File: config.mk
export PLATFORM = sky130hd
export DESIGN_NAME = al422_frame_writer
export DESIGN_NICKNAME = d
export VERILOG_FILES = /design/src/rtl/al422_frame_writer.sv
export SDC_FILE = /design/constraint.sdc
export NUM_CORES = 1
export LEC_CHECK = 0
export CAP_MARGIN = 20
export CORE_ASPECT_RATIO = 1.4
export CORE_MARGIN = 2
export CORE_UTILIZATION = 25
export CTS_CLUSTER_DIAMETER = 40
export DETAILED_ROUTE_END_ITERATION = 10
export GPL_TIMING_DRIVEN = 0
export PLACE_DENSITY = 0.49
export REMOVE_ABC_BUFFERS = 1
export SLEW_MARGIN = 20
export SYNTH_ARGS = -nofsm -noshare
export SYNTH_HDL_FRONTEND = slang
export SYNTH_SLANG_ARGS = --single-unit
File: constraint.sdc
create_clock -name in_clk -period 2.3 [get_ports in_clk]
set_input_delay 0.345 -clock in_clk [delete_from_list [all_inputs] [get_ports in_clk]]
set_output_delay 0.345 -clock in_clk [all_outputs]
set_load 0.05 [all_outputs]
File: src/rtl/al422_frame_writer.sv
// Write-side sequencer for the AL422 frame FIFO: resyncs on SOF, pulses write-reset, writes FRAME_BYTES bytes.
// Latency: SOF accepted at edge N -> wrst_n low N+1..N+RST_CYCLES, first write N+RST_CYCLES+1; 1 byte/clk after.
// Backpressure: in_ready low while resetting the FIFO pointer, writing the held SOF byte, and in DONE.
module al422_frame_writer #(
    parameter int FRAME_BYTES = 6144,
    parameter int RST_CYCLES  = 2
) (
    input  logic       in_clk,
    input  logic       in_nrst,
    input  logic [7:0] in_data,
    input  logic       in_sof,
    input  logic       in_valid,
    output logic       in_ready,
    output logic [7:0] al422_din,
    output logic       al422_we_n,
    output logic       al422_wrst_n,
    output logic       frame_done,
    output logic       frame_err
);

    localparam int CW = $clog2(FRAME_BYTES + 1);
    localparam int RW = (RST_CYCLES > 1) ? $clog2(RST_CYCLES) : 1;

    typedef enum logic [2:0] {
        WAIT_SOF,
        WRST,
        WFIRST,
        WRITE,
        DONE
    } state_t;

    state_t         state_q, state_nxt;
    logic [CW-1:0]  cnt_q, cnt_nxt, cnt_inc;
    logic [RW-1:0]  rcnt_q, rcnt_nxt;
    logic [7:0]     hold_q, hold_nxt;
    logic [7:0]     din_nxt;
    logic           we_n_nxt, wrst_n_nxt, done_nxt, err_nxt;
    logic           accept;

    assign in_ready = (state_q == WAIT_SOF) || (state_q == WRITE);
    assign accept   = in_valid & in_ready;
    assign cnt_inc  = cnt_q + CW'(1);

    always_ff @(posedge in_clk or negedge in_nrst) begin
        if (!in_nrst) begin
            state_q      <= WAIT_SOF;
            cnt_q        <= '0;
            rcnt_q       <= '0;
            hold_q       <= 8'h00;
            al422_din    <= 8'h00;
            al422_we_n   <= 1'b1;
            al422_wrst_n <= 1'b1;
            frame_done   <= 1'b0;
            frame_err    <= 1'b0;
        end else begin
            state_q      <= state_nxt;
            cnt_q        <= cnt_nxt;
            rcnt_q       <= rcnt_nxt;
            hold_q       <= hold_nxt;
            al422_din    <= din_nxt;
            al422_we_n   <= we_n_nxt;
            al422_wrst_n <= wrst_n_nxt;
            frame_done   <= done_nxt;
            frame_err    <= err_nxt;
        end
    end

    always_comb begin
        state_nxt  = state_q;
        cnt_nxt    = cnt_q;
        rcnt_nxt   = rcnt_q;
        hold_nxt   = hold_q;
        din_nxt    = al422_din;
        we_n_nxt   = 1'b1;
        wrst_n_nxt = 1'b1;
        err_nxt    = 1'b0;
        // The write that is on the FIFO pins right now completes the frame.
        done_nxt   = ~al422_we_n & (cnt_q == CW'(FRAME_BYTES));

        case (state_q)
            WAIT_SOF: begin
                if (accept && in_sof) begin
                    hold_nxt   = in_data;
                    cnt_nxt    = '0;
                    rcnt_nxt   = '0;
                    wrst_n_nxt = 1'b0;
                    state_nxt  = WRST;
                end
            end
            WRST: begin
                // Outputs are registered, so the first write is launched as the pulse ends.
                if (rcnt_q == RW'(RST_CYCLES - 1)) begin
                    we_n_nxt  = 1'b0;
                    din_nxt   = hold_q;
                    cnt_nxt   = CW'(1);
                    state_nxt = WFIRST;
                end else begin
                    rcnt_nxt   = rcnt_q + RW'(1);
                    wrst_n_nxt = 1'b0;
                end
            end
            WFIRST: begin
                state_nxt = (FRAME_BYTES == 1) ? DONE : WRITE;
            end
            WRITE: begin
                if (accept) begin
                    if (in_sof) begin
                        hold_nxt   = in_data;
                        err_nxt    = 1'b1;
                        cnt_nxt    = '0;
                        rcnt_nxt   = '0;
                        wrst_n_nxt = 1'b0;
                        state_nxt  = WRST;
                    end else begin
                        we_n_nxt = 1'b0;
                        din_nxt  = in_data;
                        cnt_nxt  = cnt_inc;
                        if (cnt_inc == CW'(FRAME_BYTES)) begin
                            state_nxt = DONE;
                        end
                    end
                end
            end
            DONE: begin
                state_nxt = WAIT_SOF;
            end
            default: begin
                state_nxt = WAIT_SOF;
            end
        endcase
    end

endmodule

==> metrics.yaml <==
placement:
  pre_cts_ws_ns: -0.459
  place_hpwl_mm: 3.40
  numPortBuffers: 24
  routabilityCongestion: 0.838
clock_network:
  clk_latency_ns: 0.28
  clock_sinks: 37
  cts_buffers: 5
  cts.path.max_buffers: 2
  cts_tree: "built"
  root_buffer: "clkbuf_16"
  path_clk_slew_ns: 0.06
  htree_levels: 2
global_route:
  grt_pass1_vias: 1680
  grt_pass1_wl_mm: 8.40
  grt-ovfl-total: 0
  antenna_found_initial: 0
  grt_max_degree: 28
  grt_usage: 0.116
routing:
  drtIter0Drc: 110
  drt-total-wl_mm: 4.93
  antenna_left: 0
  viasPerCell: 5.11
  num_vias: 1726
  drc: 0
  wl_per_cell_um: 14.6
  dr.pass1.iters: 6
timing:
  max_freq_mhz: 459
  setup_viol: 0
  tightest_slew_ns: 0.708
  grt_setup_unrepaired: "no"
  hold_viol: 0
  fin_skew_ns: 0.00565
  period_share: 0.947
  slew_violations: 0
  fin_crit_ns: 2.18
  relSlewSlack: 0.528
  fin_ws_ns: 0.121
logic_synthesis:
  ys_seq_area_frac: 0.443
  synth_edf_count: 0
  synth_flop_cell: "dfrtp_1"
  syn_area_um2: 2100
  ys_ff_latch: 37
  syn_inst: 214
  postSynth.asyncResetShare: 1.00
  avgSynthCellArea_um2: 9.80
  synthDistinctLibCells: 50
  ys_warn_count: 0
power_and_ir_drop:
  pwr_density_cell_nw_per_um2: 1260
  fin_total_pwr_mw: 3.32
  p_clk_frac: 0.273
  p_sw_frac: 0.399
  pwr-share-comb: 0.419
  p_sw_mw: 1.32
  ir_drop_mv: 0.715
  p_int_mw: 2.00
  p_leak_nw: 1.04
  seqPwrFrac: 0.308
worst_setup_path:
  worstPathRequired_ns: 2.47
  crit_buf_inv: 0
  critPathMaxFanout: 12
  worstSetupPathType: "reg -> reg"
  critPathTopFamily: "compound AO/OA/AOI/OAI gates"
  slowest_stage: "a221oi_1"
  cp.arrival_ns: 2.35
  cp_cell_sequence: "and4_1 > o211ai_1 > a221oi_1 > a41oi_1 > o31a_1"
  cp-end-kind: "flip-flop"
  slowest_delay_ns: 0.52
  startpoint_type: "flip-flop"
floorplan:
  ios: 25
  die_x_um: 81.4
  rows: 39
  die_h_um: 112
  die-area_um2: 9150
  initial_utilization: 0.257
  core_um2: 8150
cells_and_area:
  multi_input_area_um2: 1040
  most-common-layout-cells: "25 x dfrtp_1, 22 x clkdlybuf4s50_1, 19 x a21oi_1"
  layout_commonest_cell: "dfrtp_1"
  drive_gt1_frac: 0.161
  seqCellArea_um2: 941
  antennaDiodeCount: 0
  area_growth_pct: 25.9
  fillCellCount: 822
  nets: 249
outcome:
  status: "complete, no violations"
worst_hold_path:
  hp-class: "in -> async"
run:
  cap_violations: 0
-- cell families (layout without fill, tap and decap cells) --
kind of cell / Yosys count / in the layout / synth area share
AO/OA/AOI/OAI: 60 / 60 / 0.183
flip-flops: 37 / 37 / 0.443
adder cells (fa/ha/maj): 2 / 2 / 0.0119
AND/OR/NAND/NOR: 68 / 68 / 0.181
XOR/XNOR: 3 / 3 / 0.0125
buffers and inverters: 26 / 48 / 0.0776
multiplexers: 18 / 18 / 0.0907
-- routing by layer --
| layer | track usage | wire length [µm] |
|---|---|---|
| met2 | 0.195 | 2550 |
| met1 | 0.145 | 2090 |
| met5 | 0 | 0 |
| met4 | 0.0339 | 59 |
| met3 | 0.0297 | 228 |
-- path summary, 6_finish.rpt --
| kind | startpoint | endpoint | slack, ns | cells after the start |
|---|---|---|---|---|
| worst max-delay path | cnt_q[3] | state_q[0] | 0.12 | 5 |
| worst min-delay path | in_nrst | al422_din[2] | 0.46 | 2 |
| worst max register to register | cnt_q[3] | state_q[0] | 0.12 | 5 |
| worst min register to register | hold_q[3] | hold_q[3] | 0.49 | 1 |
| max in group asynchronous | in_nrst | al422_we_n | 1.33 | 3 |
| min in group in_clk | hold_q[3] | hold_q[3] | 0.49 | 1 |
-- timing repair --
action	4_1_cts	5_1_grt
pin swaps	3	3
resized for setup	7	9
gates cloned	0	0
buffers inserted	2	4
hold endpoints to repair	9	0
hold buffers	1	0
setup endpoints to repair	14	5
-- state kept, by name, summed over array words and instances (netlist names) --
signal	cells
al422_wrst_n	1
cnt_q	13
frame_err	1
al422_we_n	1
frame_done	1
rcnt_q	1
hold_q	8
al422_din	8
state_q	3
-- per-stage QoR --
| step | instance area (µm²) | hold WS (ns) | instances | setup TNS (ns) | utilization |
|---|---|---|---|---|---|
| after floorplan | 1970 | 0.0494 | 196 | 0 | - |
| after global placement | 2330 | 0.468 | 322 | -9.86 | 0.287 |
| after detailed placement | 2350 | 0.246 | 323 | -5.56 | 0.288 |
| after CTS | 2590 | 0.470 | 334 | 0 | 0.318 |
| after global routing | 2640 | 0.496 | 338 | 0 | 0.324 |
| final | 2640 | 0.461 | 338 | 0 | 0.324 |
-- cell type report --
| type | instances | share of cell area |
|---|---|---|
| repair buffers | 32 | 0.117 |
| clock buffers | 5 | 0.0474 |
| well taps | 102 | 0.0483 |
| flip-flops and latches | 37 | 0.356 |
| multi-input cells | 151 | 0.394 |
| inverters | 8 | 0.0123 |
| clock inverters | 3 | 0.0246 |
-- power by group through the flow --
stage | Sequential (mW) | Combinational [mW] | Clock (mW)
2_1_floorplan | 1.31 | 0.632 | 0
4_1_cts | 1.03 | 1.37 | 0.924
3_5_place_dp | 1.03 | 1.35 | 0
6_report | 1.02 | 1.39 | 0.907
3_3_place_gp | 1.03 | 1.34 | 0
5_1_grt | 1.06 | 1.52 | 0.946
-- Yosys cell counts, drive strengths merged, types with 5 or more instances --
cell type	n	area [µm²]
a21oi	19	95.1
and4	5	45.0
buf	13	111
clkbuf	5	18.8
dfrtp	35	876
inv	8	32.5
mux2	8	90.1
mux2i	10	100
nand2	11	41.3
nand3	7	40.0
nand4	6	43.8
nor2	18	67.6
nor3	6	30.0
o21ai	14	70.1
Note: power is estimated with default switching activity, not from simulation.
